File: src/rtl/riscv_pkg.sv
// Shared RISC-V pipeline types: register index, issue FSM encoding and
// default configuration values.
package riscv_pkg;

  localparam int NREG_DEF         = 32;
  localparam int FLUSH_CYCLES_DEF = 2;

  typedef logic [4:0] reg_idx_t;

  typedef enum logic [1:0] {
    RUN   = 2'd0,
    STALL = 2'd1,
    FLUSH = 2'd2
  } issue_state_e;

endpackage

File: src/rtl/issue_ctrl_if.sv
// Decode/execute/writeback handshake bundle seen by the issue controller.
// master drives the pipeline side, slave is the issue controller.
interface issue_ctrl_if;
  import riscv_pkg::*;

  logic        dec_valid;
  reg_idx_t    dec_rs1;
  reg_idx_t    dec_rs2;
  logic        dec_rs1_used;
  logic        dec_rs2_used;
  reg_idx_t    dec_rd;
  logic        dec_rd_we;
  logic        dec_is_load;
  logic        ex_ready;
  logic        wb_valid;
  reg_idx_t    wb_rd;
  logic        br_taken;
  logic        issue_o;
  logic        stall_o;
  logic        flush_o;
  logic        fwd_rs1_o;
  logic        fwd_rs2_o;
  logic [31:0] stall_cnt_o;

  modport master (
    output dec_valid, dec_rs1, dec_rs2, dec_rs1_used, dec_rs2_used,
           dec_rd, dec_rd_we, dec_is_load, ex_ready, wb_valid, wb_rd, br_taken,
    input  issue_o, stall_o, flush_o, fwd_rs1_o, fwd_rs2_o, stall_cnt_o
  );

  modport slave (
    input  dec_valid, dec_rs1, dec_rs2, dec_rs1_used, dec_rs2_used,
           dec_rd, dec_rd_we, dec_is_load, ex_ready, wb_valid, wb_rd, br_taken,
    output issue_o, stall_o, flush_o, fwd_rs1_o, fwd_rs2_o, stall_cnt_o
  );

endinterface

File: src/rtl/issue_scoreboard.sv
// Pending-write scoreboard: one bit per architectural register, x0 never pending.
// A set and a clear of the same register on one edge leaves it pending.
module issue_scoreboard
  import riscv_pkg::*;
#(
  parameter int NREG = NREG_DEF
) (
  input  logic     clk,
  input  logic     rst,
  input  logic     set_en,
  input  reg_idx_t set_idx,
  input  logic     clr_en,
  input  reg_idx_t clr_idx,
  input  reg_idx_t rd_idx_a,
  input  reg_idx_t rd_idx_b,
  output logic     pend_a,
  output logic     pend_b
);

  logic [NREG-1:0] pending;

  always_ff @(posedge clk or negedge rst) begin
    if (!rst) begin
      pending <= '0;
    end else begin
      if (clr_en) pending[clr_idx] <= 1'b0;
      if (set_en) pending[set_idx] <= 1'b1;
      pending[0] <= 1'b0;
    end
  end

  assign pend_a = (rd_idx_a != '0) && pending[rd_idx_a];
  assign pend_b = (rd_idx_b != '0) && pending[rd_idx_b];

endmodule

File: src/rtl/issue_ctrl.sv
// In-order issue controller: RAW hazard stall, branch flush, stall counter.
// Define ISSUE_CTRL_FWD_EN to enable EX-to-decode bypassing of non-load results.
module issue_ctrl
  import riscv_pkg::*;
#(
  parameter int NREG         = NREG_DEF,
  parameter int FLUSH_CYCLES = FLUSH_CYCLES_DEF
) (
  input  logic         clk,
  input  logic         rst,
  issue_ctrl_if.slave  bus
);

  localparam logic [2:0] FCNT_LOAD = 3'(FLUSH_CYCLES - 1);

  issue_state_e state, state_nxt;
  logic [2:0]   fcnt, fcnt_nxt;
  logic         ex_we;
  logic         ex_is_load;
  reg_idx_t     ex_rd;
  logic [31:0]  stall_cnt;

  logic pend1, pend2, byp1, byp2, hazard;
  logic issue, stall, flush, fwd1, fwd2;
  logic sb_set, sb_clr;

  function automatic logic [31:0] sat_inc(input logic [31:0] v);
    return (&v) ? v : v + 32'd1;
  endfunction

  assign sb_set = issue && bus.dec_rd_we && (bus.dec_rd != '0);
  assign sb_clr = bus.wb_valid && (bus.wb_rd != '0);

  issue_scoreboard #(.NREG(NREG)) u_sb (
    .clk      (clk),
    .rst      (rst),
    .set_en   (sb_set),
    .set_idx  (bus.dec_rd),
    .clr_en   (sb_clr),
    .clr_idx  (bus.wb_rd),
    .rd_idx_a (bus.dec_rs1),
    .rd_idx_b (bus.dec_rs2),
    .pend_a   (pend1),
    .pend_b   (pend2)
  );

`ifdef ISSUE_CTRL_FWD_EN
  // Load data arrives too late in EX to bypass, so only ALU results qualify.
  assign byp1 = ex_we && !ex_is_load && (ex_rd == bus.dec_rs1) && (bus.dec_rs1 != '0);
  assign byp2 = ex_we && !ex_is_load && (ex_rd == bus.dec_rs2) && (bus.dec_rs2 != '0);
`else
  assign byp1 = 1'b0;
  assign byp2 = 1'b0;
`endif

  assign hazard = (bus.dec_rs1_used && pend1 && !byp1) ||
                  (bus.dec_rs2_used && pend2 && !byp2);

  always_comb begin
    state_nxt = state;
    fcnt_nxt  = fcnt;
    issue     = 1'b0;
    stall     = 1'b0;
    flush     = 1'b0;
    fwd1      = 1'b0;
    fwd2      = 1'b0;
    // Outputs are forced low while reset is asserted, whatever the inputs do.
    if (rst) begin
      if (state == FLUSH) begin
        flush = 1'b1;
      end else begin
        issue = bus.dec_valid && bus.ex_ready && !hazard && !bus.br_taken;
        stall = bus.dec_valid && !issue;
      end
      fwd1 = bus.dec_valid && bus.dec_rs1_used && byp1;
      fwd2 = bus.dec_valid && bus.dec_rs2_used && byp2;
      if (bus.br_taken) begin
        state_nxt = FLUSH;
        fcnt_nxt  = FCNT_LOAD;
      end else begin
        unique case (state)
          RUN:     if (bus.dec_valid && !issue) state_nxt = STALL;
          STALL:   if (issue || !bus.dec_valid) state_nxt = RUN;
          FLUSH: begin
            if (fcnt == 3'd0) state_nxt = RUN;
            else              fcnt_nxt  = fcnt - 3'd1;
          end
          default: state_nxt = RUN;
        endcase
      end
    end
  end

  always_ff @(posedge clk or negedge rst) begin
    if (!rst) begin
      state     <= RUN;
      fcnt      <= 3'd0;
      ex_we     <= 1'b0;
      stall_cnt <= 32'd0;
    end else begin
      state <= state_nxt;
      fcnt  <= fcnt_nxt;
      if (issue)                           ex_we <= bus.dec_rd_we;
      else if (bus.br_taken || bus.ex_ready) ex_we <= 1'b0;
      if (stall) stall_cnt <= sat_inc(stall_cnt);
    end
  end

  always_ff @(posedge clk) begin
    if (issue) begin
      ex_rd      <= bus.dec_rd;
      ex_is_load <= bus.dec_is_load;
    end
  end

  assign bus.issue_o     = issue;
  assign bus.stall_o     = stall;
  assign bus.flush_o     = flush;
  assign bus.fwd_rs1_o   = fwd1;
  assign bus.fwd_rs2_o   = fwd2;
  assign bus.stall_cnt_o = stall_cnt;

endmodule

File: src/flat_wrapper.sv
// flat-port wrapper written by rule: the top's interface ports become plain ports
module issue_ctrl_flat import riscv_pkg::*;
#(
  parameter int NREG         = NREG_DEF,
  parameter int FLUSH_CYCLES = FLUSH_CYCLES_DEF
)
  (clk, rst, bus_dec_valid, bus_dec_rs1, bus_dec_rs2, bus_dec_rs1_used, bus_dec_rs2_used, bus_dec_rd, bus_dec_rd_we, bus_dec_is_load, bus_ex_ready, bus_wb_valid, bus_wb_rd, bus_br_taken, bus_issue_o, bus_stall_o, bus_flush_o, bus_fwd_rs1_o, bus_fwd_rs2_o, bus_stall_cnt_o);
  issue_ctrl_if bus_i ();
  input  logic clk;
  input  logic rst;
  input wire logic [$bits(bus_i.dec_valid)-1:0] bus_dec_valid;
  input wire logic [$bits(bus_i.dec_rs1)-1:0] bus_dec_rs1;
  input wire logic [$bits(bus_i.dec_rs2)-1:0] bus_dec_rs2;
  input wire logic [$bits(bus_i.dec_rs1_used)-1:0] bus_dec_rs1_used;
  input wire logic [$bits(bus_i.dec_rs2_used)-1:0] bus_dec_rs2_used;
  input wire logic [$bits(bus_i.dec_rd)-1:0] bus_dec_rd;
  input wire logic [$bits(bus_i.dec_rd_we)-1:0] bus_dec_rd_we;
  input wire logic [$bits(bus_i.dec_is_load)-1:0] bus_dec_is_load;
  input wire logic [$bits(bus_i.ex_ready)-1:0] bus_ex_ready;
  input wire logic [$bits(bus_i.wb_valid)-1:0] bus_wb_valid;
  input wire logic [$bits(bus_i.wb_rd)-1:0] bus_wb_rd;
  input wire logic [$bits(bus_i.br_taken)-1:0] bus_br_taken;
  output wire logic [$bits(bus_i.issue_o)-1:0] bus_issue_o;
  output wire logic [$bits(bus_i.stall_o)-1:0] bus_stall_o;
  output wire logic [$bits(bus_i.flush_o)-1:0] bus_flush_o;
  output wire logic [$bits(bus_i.fwd_rs1_o)-1:0] bus_fwd_rs1_o;
  output wire logic [$bits(bus_i.fwd_rs2_o)-1:0] bus_fwd_rs2_o;
  output wire logic [$bits(bus_i.stall_cnt_o)-1:0] bus_stall_cnt_o;
  assign bus_i.dec_valid = bus_dec_valid;
  assign bus_i.dec_rs1 = bus_dec_rs1;
  assign bus_i.dec_rs2 = bus_dec_rs2;
  assign bus_i.dec_rs1_used = bus_dec_rs1_used;
  assign bus_i.dec_rs2_used = bus_dec_rs2_used;
  assign bus_i.dec_rd = bus_dec_rd;
  assign bus_i.dec_rd_we = bus_dec_rd_we;
  assign bus_i.dec_is_load = bus_dec_is_load;
  assign bus_i.ex_ready = bus_ex_ready;
  assign bus_i.wb_valid = bus_wb_valid;
  assign bus_i.wb_rd = bus_wb_rd;
  assign bus_i.br_taken = bus_br_taken;
  assign bus_issue_o = bus_i.issue_o;
  assign bus_stall_o = bus_i.stall_o;
  assign bus_flush_o = bus_i.flush_o;
  assign bus_fwd_rs1_o = bus_i.fwd_rs1_o;
  assign bus_fwd_rs2_o = bus_i.fwd_rs2_o;
  assign bus_stall_cnt_o = bus_i.stall_cnt_o;
  issue_ctrl #(.NREG(NREG), .FLUSH_CYCLES(FLUSH_CYCLES)) u_core (.clk(clk), .rst(rst), .bus(bus_i));
endmodule
File: config.mk
export PLATFORM = sky130hd
export DESIGN_NAME = issue_ctrl_flat
export DESIGN_NICKNAME = d
export VERILOG_FILES = /design/src/rtl/riscv_pkg.sv /design/src/rtl/issue_ctrl_if.sv /design/src/rtl/issue_scoreboard.sv /design/src/rtl/issue_ctrl.sv /design/src/flat_wrapper.sv
export SDC_FILE = /design/constraint.sdc
export NUM_CORES = 1
export LEC_CHECK = 0
export CAP_MARGIN = 20
export CORE_ASPECT_RATIO = 0.9
export CORE_MARGIN = 2
export CORE_UTILIZATION = 45
export CTS_BUF_LIST = sky130_fd_sc_hd__clkbuf_8
export CTS_CLUSTER_DIAMETER = 100
export DETAILED_ROUTE_END_ITERATION = 10
export PLACE_DENSITY = 0.82
export SKIP_LAST_GASP = 1
export SLEW_MARGIN = 20
export SYNTH_ARGS = -nofsm -noshare
export SYNTH_HDL_FRONTEND = slang
export SYNTH_SLANG_ARGS = --single-unit
File: constraint.sdc
create_clock -name clk -period 3.8 [get_ports clk]
set_clock_uncertainty 0.15 [all_clocks]
set_input_delay 0.76 -clock clk [delete_from_list [all_inputs] [get_ports clk]]
set_output_delay 0.76 -clock clk [all_outputs]
set_load 0.02 [all_outputs]
After elaboration in Yosys (flattened, before gate mapping)
Cells that the tools add are included.
- flip-flop bits (word level): 68
- bits in latches: 0
- memory bits (writable): 0
- ROM bits: 0
- input bits: 30
- word-level logic and storage cells: 79
- memories kept: 0
- add/sub/neg operators: 2
- multipliers: 0
- div/mod/pow operators: 0
- order comparisons: 6
- eq/ne operators: 6
- shifts and indexed selects: 0
- multiplexer cells: 25
- bitwise logic cells: 4
- reduce and logical (&&, ||, !) cells: 32
- operators with widths (kind ; count):
    $mux W32 ; 2
    $add A32 B1 Y32 const B ; 1
    $and A32 B32 Y32 ; 1
    $not A32 Y32 ; 1
    $or A32 B32 Y32 ; 1
    $reduce_and A32 Y1 ; 1
    $lt A5 B6 Y1 const B ; 4
    $reduce_bool A5 Y1 ; 4
    $logic_and A1 B1 Y1 ; 14
    $mux W1 ; 11
    $bmux W1 S5 ; 2
    $demux W1 S5 ; 2
    $ge A5 B1 Y1 const B ; 2
    $mux W3 ; 3
    $mux W2 ; 4
    $ne A3 B2 Y1 const B ; 2
    $pmux W2 S3 ; 1
    $logic_not A1 Y1 ; 5
    $reduce_and A4 Y1 ; 1
    $logic_not A3 Y1 ; 1
    $ne A3 B3 Y1 const B ; 1
    $reduce_and A3 Y1 ; 1
    $sub A3 B1 Y3 const B ; 1
    $eq A2 B1 Y1 const B ; 1
    7 further kinds ; 8

Longest topological paths before layout
Gate-level depths: netlist (run 1).
- word-level depth: 15
- mapped depth: 10
- depth with buffers taken out: 7

By module
Synthesis (run 1) repeated with hierarchy kept, for this count alone.
- cells, all modules: 388
- area, all modules: 3811.2 um^2
- by module, submodules not included (module ; times used ; cells each ; area an instance (um^2) ; sequential area each (um^2)):
    issue_ctrl ; 1 ; 193 ; 1939.4 ; 925.9
    issue_scoreboard ; 1 ; 195 ; 1871.8 ; 775.7

Least setup slack after synthesis (run 1)
No wires, ideal clock.
- path type: input-to-output
- start point: input bus_dec_rs1[1]
- end point: output bus_issue_o
- arrival time: 2586 ps
- data required time: 2890 ps
- slack: 304 ps
- stages on the path: 7
- path buffers: 1
- cells stage by stage: buf_6 > mux2_4 > a221o_1 > a311o_1 > o2111ai_1 > and2_4 > nor2b_1
- cells in the longest elaborated chain, start to end: 11
- ends and longest elaborated chain (what ; RTL line ; source):
    start: declaration ; flat_wrapper.sv:12 ; input wire logic [$bits(bus_i.dec_rs1)-1:0] bus_dec_rs1;
    $bmux W1 S5 ; issue_scoreboard.sv:32 ; assign pend_a = (rd_idx_a != '0) && pending[rd_idx_a];
    $mux W1 (implied by the code) ; issue_scoreboard.sv:32 ;
    $logic_and A1 B1 Y1 (*) ; issue_scoreboard.sv:32 ;
    $logic_and A1 B1 Y1 (*) ; issue_ctrl.sv:56 ; assign hazard = (bus.dec_rs1_used && pend1 && !byp1) ||
    $logic_or A1 B1 Y1 (*) ; issue_ctrl.sv:56 ;
    $logic_not A1 Y1 (*) ; issue_ctrl.sv:72 ; issue = bus.dec_valid && bus.ex_ready && !hazard && !bus.br_taken;
    $logic_and A1 B1 Y1 (*) (2 in series) ; issue_ctrl.sv:72 ;
    $mux W1 (*) ; issue_ctrl.sv:69 ; if (state == FLUSH) begin
    $mux W1 (*) (2 in series) ; issue_ctrl.sv:68 ; if (rst) begin
    end: declaration ; flat_wrapper.sv:23 ; output wire logic [$bits(bus_i.issue_o)-1:0] bus_issue_o;
Mark *: on every way between the ends. The rest lies on a longest branch, timed or not. The select of a mux whose other input is x is not followed.

Worst setup path in the final report (run 1)
- start point: input bus_dec_rs2[0]
- end point: output bus_stall_o
- cells in the longest elaborated chain, start to end: 12
- ends and longest elaborated chain (what ; RTL line ; source):
    start: declaration ; flat_wrapper.sv:13 ; input wire logic [$bits(bus_i.dec_rs2)-1:0] bus_dec_rs2;
    $bmux W1 S5 ; issue_scoreboard.sv:33 ; assign pend_b = (rd_idx_b != '0) && pending[rd_idx_b];
    $mux W1 (implied by the code) ; issue_scoreboard.sv:33 ;
    $logic_and A1 B1 Y1 (*) ; issue_scoreboard.sv:33 ;
    $logic_and A1 B1 Y1 (*) ; issue_ctrl.sv:57 ; (bus.dec_rs2_used && pend2 && !byp2);
    $logic_or A1 B1 Y1 (*) ; issue_ctrl.sv:56 ;
    $logic_not A1 Y1 (*) ; issue_ctrl.sv:72 ;
    $logic_and A1 B1 Y1 (*) (2 in series) ; issue_ctrl.sv:72 ;
    $logic_not A1 Y1 (*) ; issue_ctrl.sv:73 ; stall = bus.dec_valid && !issue;
    $logic_and A1 B1 Y1 (*) ; issue_ctrl.sv:73 ;
    $mux W1 (*) ; issue_ctrl.sv:69 ;
    $mux W1 (*) ; issue_ctrl.sv:68 ;
    end: declaration ; flat_wrapper.sv:24 ; output wire logic [$bits(bus_i.stall_o)-1:0] bus_stall_o;
Marked as above.

==> results of run 1 <==
## cell families after synthesis
kind of cell / synth area share (%)
muxes: 10.07
buffers and inverters: 3.783
adders and majority gates: 0.9619
AOI/OAI and AO/OA: 15.07
DFF: 43.60
xor gates and xnor gates: 6.509
other: 0.09609
and+or+nand+nor: 19.91
## critical path, cell delays in order
cell and delay (ns):
clkdlybuf4s15_1 0.18, buf_6 0.14, buf_12 0.11, mux4_2 0.49, o22ai_2 0.19, nor3_2 0.09, nor4_2 0.24, buf_4 0.16
and2_4 0.13, buf_4 0.10, nor3_1 0.04, buf_4 0.16
## sequential cells by signal, summed over array words and instances, names as in the netlist
| register | count |
|---|---|
| u_core.fcnt | 3 |
| u_core.bus.stall_cnt_o | 32 |
| u_core.state | 2 |
| u_core.u_sb.pending | 31 |
## final timing paths
| check | from | slack, ns | to |
|---|---|---|---|
| worst max-delay path | bus_dec_rs2[0] | 0.09 | bus_stall_o |
| worst max register to register | u_core.u_sb.pending[9]$_DFF_PN0_ | 0.96 | u_core.bus.stall_cnt_o[9]$_DFFE_PN0P_ |
| worst min register to register | u_core.bus.stall_cnt_o[7]$_DFFE_PN0P_ | 0.35 | u_core.bus.stall_cnt_o[7]$_DFFE_PN0P_ |
| worst min-delay path | rst | 0.13 | u_core.state[1]$_DFFE_PN0P_ |
| min in group clk | u_core.bus.stall_cnt_o[7]$_DFFE_PN0P_ | 0.35 | u_core.bus.stall_cnt_o[7]$_DFFE_PN0P_ |
| max in group asynchronous | rst | 2.33 | u_core.u_sb.pending[5]$_DFF_PN0_ |
## power breakdown
part	internal [mW]	switching [mW]	leakage (nW)
registers	0.774	0.0501	0.927
logic	0.186	0.222	1.14
clock network	0.454	0.286	0.122
## repair_timing
action                                  4_1_cts  5_1_grt
endpoints found under the setup margin        2        2
gates resized for setup                      23        8
buffers inserted                              0        2
pin swaps                                     6        5
## through the flow
step / TNS [ns] / worst slack, ns
2_1_floorplan: 0 / 0.3038
3_3_place_gp: -2.268 / -0.7248
3_5_place_dp: -3.090 / -0.6576
4_1_cts: 0 / 0.02175
5_1_grt: -0.008168 / -0.008168
6_report: 0 / 0.09372
## Yosys cell counts (all sizes together), types with 2 or more instances
cell      n  area (sq um)
and2      2         15.02
and3     17         106.4
nor2b     3         18.77
nand2b    5         31.28
or3b      2         17.52
nor3      5         25.02
nand4    21         161.4
o2111ai   2         17.52
a22o      2         17.52
nand2    19         71.32
inv      11         41.29
mux2      3         37.53
o31ai    15         172.7
xnor2    26         227.7
ha        3         37.54
nor2     11         41.29
a21oi     5         25.02
a211oi    2         15.01
nand3b    9         67.56
mux4     13         315.3
dfrtp    68          1702
buf      13         87.57
nand3    13         65.06
nor4      3         18.77
and4      6         52.55
xor2      3         26.28
o21ai    48         240.2
clkbuf    5         18.77
mux2i     4         40.04
nand4b    3         56.31
a31oi     2         12.51
o22ai     3         18.77
## area by class of cell
| cell class | instances | area (sq um) |
|---|---|---|
| sequential | 68 | 1702 |
| inverter | 11 | 41.29 |
| timing repair buffer | 90 | 843.3 |
| fill | 709 | 3410 |
| multi-input combinational | 263 | 2095 |
| clock buffer | 10 | 137.6 |
| clock inverter | 6 | 111.4 |
| tap | 119 | 148.9 |
## layer usage
metal	routed length [um]	share of wire [%]
met1	4384	44
met2	4693	47
met3	810	8.1
met4	166	1.7
met5	0	0
==> results.tsv, run 1 <==
stage	metric	value	unit
run_status	status	completed	
global_route	global route overflow	0	
logic_synthesis	EDFF count, synth	0	
sta	Final min period	3.706	ns
die	core area	8488	sq um
clocking	clock latency on the worst-skew pair	0.35	ns
critical_path	crit path capture type	primary output	
layout	Synth-to-Final Area Change	30.14	%
global_route	grt met1 use	31.08	%
clocking	Clock Path Buffers	2	
global_route	pin count of the biggest net entering global routing	64	
critical_path	crit path max fanout	6	
global_route	GR Util All Layers	22.93	%
logic_synthesis	async set or reset register ratio after synthesis	100.0	%
placed_design	RePlAce Congestion	0.8769	
placed_design	area post-placement	4766	sq um
global_route	grt peak-use layer	met2	
critical_path	kind of critical path	input pin to primary output	
logic_synthesis	Main synth FF type	dfrtp_1	
critical_path	Data arrival, critical path	2.80	ns
sta	Hold WS	0.1285	ns
die	I/O pin total	67	
sta	Slew Limit Fails	0	
route	final WL	10060	um
clocking	clk sink count	68	
die	DIE WIDTH	102.2	um
sta	pin slew with the least headroom to its limit	0.8525	ns
route	WL/cell	17.73	um
sta	Final Hold Viols	0	
global_route	initial antenna violation count	0	
global_route	routing usage on met3	6.113	%
route	drt pass-1 iters	4	
placed_design	placed instance count	549	
power_and_ir_drop	Power per Cell Area	388.1	nW/um^2
critical_path	cell count of the worst reg-to-reg path	10	
clocking	CTS tree	built	
route	DRT iter0 DRCs	191	
route	DR vias	3307	
clocking	number of buffers created by CTS	9	
placed_design	I/O Buffers	63	
job	Maximum Capacitance Violations	0	
clocking	Worst-path clk slew	0.08	ns
critical_path	CP Launch Type	input pin	
layout	ant diodes	0	
power_and_ir_drop	Pleak	2.187	nW
logic_synthesis	Post-Syn Instances	359	
logic_synthesis	Synth Area per Inst	10.87	sq um
layout	commonest non-fill, non-tap cell in the layout	dfrtp_1	
layout	final instance area	5079	sq um
route	Post-route DRC	0	
layout	nets	476	
clocking	CTS Hold Buffers Added	0	
sta	crit share post-route	97.53	%
clocking	clock root buffer	clkbuf_8	
die	# rows	32	
sta	Setup Viol. Count Final	0	
layout	commonest cells after routing, fill and taps aside	68 x dfrtp_1, 55 x clkdlybuf4s50_1, 47 x o21ai_0, 26 x xnor2_1, 25 x buf_4	
layout	ratio of cells with drive above 1 in the final layout	19.64	%
die	Starting Density	45.98	%
logic_synthesis	post-synthesis cell type count	53	
logic_synthesis	register bit total from synthesis	68	
layout	Final Util	59.83	%
layout	Non-Filler Instances	567	
logic_synthesis	yosys synthesis warning count	0	
global_route	vias in the first global route	3356	
route	Vias per Instance	5.832	
logic_synthesis	register area share after synthesis	43.60	%
die	die height	92.35	um
die	die area	9434	sq um
logic_synthesis	mapped cell area	3902	sq um
power_and_ir_drop	final total power	1.971	mW
global_route	grt met2 use	36.18	%
power_and_ir_drop	Peak VDD IR	0.5066	mV
route	DRT antenna net count	0	
sta	Slew Limit Headroom	43.17	%
critical_path	required time of the critical path	2.89	ns
clocking	H-Tree Depth	3	
placed_design	Post-DP HPWL	7154	um
hold_path	hold crit path type	input pin to async pin	
global_route	first-pass GRT wire length	16880	um
sta	Max Freq	269.8	MHz
(Power assumes the default switching activity.)
==> inputs of run 2 (changes only) <==
==> constraint.sdc (replaced) <==
create_clock -name clk -period 3.8 [get_ports clk]
set_clock_uncertainty 0.15 [all_clocks]
set_input_delay 0.76 -clock clk [delete_from_list [all_inputs] [get_ports clk]]
set_output_delay 0.76 -clock clk [all_outputs]
set_load 0.005 [all_outputs]
==> run 2 against run 1 <==
  * First-iteration DRC count grew 6.3%
  * Non-clock buffer count shrank 2
  * Design area shrank 2.2%
  * Critical path depth shrank 4
  * Critical endpoint is now bus_issue_o
  * Highest routed layer unchanged
==> results.tsv, run 2 (same netlist as run 1, synthesis figures left out) <==
stage	metric	value	unit	change
power_and_ir_drop	clock network power share	30.6	%	-6.9 points
global_route	vias in the first global route	3234		-3.6%
die	DIE WIDTH	102.2	um	unchanged
layout	max reg flops	32		unchanged
die	die area	9434	sq um	unchanged
sta	pin slew with the least headroom to its limit	0.8180	ns	-0.03450 ns
clocking	clock latency on the worst-skew pair	0.35	ns	about the same
sta	Slew Limit Headroom	45.47	%	+2.3 points
die	core area	8488	sq um	unchanged
clocking	clock root buffer	clkbuf_8		
sta	Max Freq	271.1	MHz	+0.48%
hold_path	hold crit path type	input pin to async pin		
route	final WL	9991	um	-0.64%
critical_path	R2R Path Start	u_core.bus.stall_cnt_o[4]$_DFFE_PN0P_		
sta	Setup Viol. Count Final	0		unchanged
critical_path	R2R Path End	u_core.bus.stall_cnt_o[25]$_DFFE_PN0P_		
sta	crit share post-route	97.07	%	-0.46 points
clocking	Worst-path clk slew	0.07	ns	about the same
critical_path	cell count of the worst reg-to-reg path	8		-2
global_route	first-pass GRT wire length	16130	um	-4.5%
critical_path	crit path capture type	primary output		
power_and_ir_drop	Logic pwr share	21.4	%	+0.7 points
critical_path	required time of the critical path	2.89	ns	about the same
placed_design	RePlAce Congestion	0.9243		+5.4%
critical_path	critical-path cell list	clkdlybuf4s50_1 > mux4_2 > nor3b_1 > a31oi_1 > o2111ai_2 > and2_4 > nor2b_1 > buf_2		
power_and_ir_drop	Sw Share	29.79	%	+1.5 points
clocking	H-Tree Depth	3		unchanged
global_route	GR Util All Layers	21.90	%	-1.0 points
layout	nets	474		-0.42%
die	die height	92.35	um	unchanged
layout	Sequential Area	1702	sq um	unchanged
clocking	clk sink count	68		unchanged
layout	ant diodes	0		unchanged
route	drt pass-1 iters	4		unchanged
sta	TNS Setup	0	ns	unchanged
run_status	status	completed		
route	Post-route DRC	0		unchanged
critical_path	internal reg-to-reg setup slack	0.95	ns	about the same
power_and_ir_drop	final total power	1.714	mW	-13%
layout	fillers	756		+6.6%
layout	commonest cells after routing, fill and taps aside	68 x dfrtp_1, 57 x clkdlybuf4s50_1, 48 x o21ai_0, 26 x xnor2_1, 22 x buf_4		
global_route	pin count of the biggest net entering global routing	65		+1.6%
power_and_ir_drop	Peak VDD IR	0.2669	mV	-47%
sta	Slew Limit Fails	0		unchanged
power_and_ir_drop	Power per Cell Area	345.0	nW/um^2	-11%
die	Starting Density	45.98	%	unchanged
clocking	Clock Path Buffers	2		unchanged
job	Maximum Capacitance Violations	0		unchanged
die	I/O pin total	67		unchanged
route	DRT iter0 DRCs	203		+6.3%
route	DR vias	3303		-0.12%
global_route	global route overflow	0		unchanged
layout	area of the multi-input gates	2088	sq um	-0.30%
critical_path	CP Launch Type	input pin		
sta	RSZ-0062 raised after global routing	false		
route	WL/cell	17.68	um	-0.28%
clocking	CTS tree	built		
placed_design	I/O Buffers	63		unchanged
critical_path	Data arrival, critical path	2.78	ns	-0.02 ns
sta	Final min period	3.689	ns	-0.01757 ns
global_route	initial antenna violation count	0		unchanged
clocking	number of buffers created by CTS	9		unchanged
power_and_ir_drop	Net Sw Power	510.6	uW	-8.5%
layout	commonest non-fill, non-tap cell in the layout	dfrtp_1		
critical_path	kind of critical path	input pin to primary output		
route	DRT antenna net count	0		unchanged
layout	Synth-to-Final Area Change	27.32	%	
route	Vias per Instance	5.846		+0.23%
clocking	CTS Hold Buffers Added	0		unchanged
power_and_ir_drop	Flop pwr share	48.0	%	+6.2 points
critical_path	Crit-path slowest cell	clkdlybuf4s50_1		
power_and_ir_drop	Pleak	2.146	nW	-1.9%
layout	ratio of cells with drive above 1 in the final layout	18.16	%	-1.5 points
critical_path	crit path max fanout	3		-3
power_and_ir_drop	Internal Power	1.204	mW	-15%
die	# rows	32		unchanged
placed_design	Post-DP HPWL	7082	um	-1.0%
sta	Final Hold Viols	0		unchanged
critical_path	CP peak stage delay	0.54	ns	+0.05 ns
run 2: cell types whose count changed in the layout (fill, tap and decap cells not counted), moves of 2 or more:
cell	delta
buf_4	-3
bufinv_16	-3
clkdlybuf4s50_1	+2
inv_1	+2
run 2: power by group through the flow:
stage	logic [mW]	clock network (mW)	registers, mW
3_5_place_dp	0.361	0	0.834
3_3_place_gp	0.347	0	0.832
6_report	0.366	0.525	0.823
2_1_floorplan	0.192	0	0.825
5_1_grt	0.402	0.562	0.830
4_1_cts	0.364	0.530	0.822
run 2: worst max-delay path by stage:
stage,endpoint,start,slack (ns),depth (start not counted)
floorplan,bus_issue_o,bus_dec_rs1[1],0.50,7
global placement,bus_issue_o,bus_dec_rs2[0],-0.53,10
detailed placement,bus_issue_o,bus_dec_rs2[0],-0.53,10
CTS,bus_issue_o,bus_dec_rs1[1],0.007,8
global route,bus_issue_o,bus_dec_rs1[0],0.03,9
finish,bus_issue_o,bus_dec_rs1[0],0.11,8
run 2: repair_timing:
item / 4_1_cts / 5_1_grt
cloned: 0 / 0
resized for setup: 15 / 8
buffers inserted: 0 / 1
pin swaps: 2 / 4
setup endpoints to repair: 2 / 2
run 2: through the flow:
step | instances | hold WS, ns | setup slack [ns] | utilization [%] | area [sq um]
final | 565 | 0.1245 | 0.1113 | 58.53 | 4969
after global routing | 565 | 0.1230 | 0.03011 | 58.53 | 4969
after CTS | 564 | 0.1170 | 0.007093 | 57.97 | 4921
after detailed placement | 548 | 0.3294 | -0.5294 | 56.06 | 4758
after global placement | 548 | 0.3276 | -0.5296 | 56.06 | 4758
after floorplan | 360 | 0.3139 | 0.4993 | - | 3906
run 2: area by class of cell:
type	count	area share, %
multi-input cells	263	42.03
flip-flops and latches	68	34.25
repair buffers	88	16.47
well taps	119	2.997
clock buffers	10	2.770
inverters	11	0.8310
clock inverters	6	0.6547
run 2: routing by layer:
metal  vias up  routed length (um)  part of all wire, %  GRT usage [%]
met4         0                 100                  1.0          6.111
met1      1637                4472                   45          30.79
met3        12                 810                  8.1          4.981
met5         -                   0                    0              0
met2       138                4606                   46          34.21
li1       1516                   -                    -              -
run 2: worst max-delay path: cells and delay by family:
family | cells | cell delay (ns)
compound gates | 2 | 0.33
buf+inv | 2 | 0.66
mux | 1 | 0.53
simple gates | 3 | 0.50
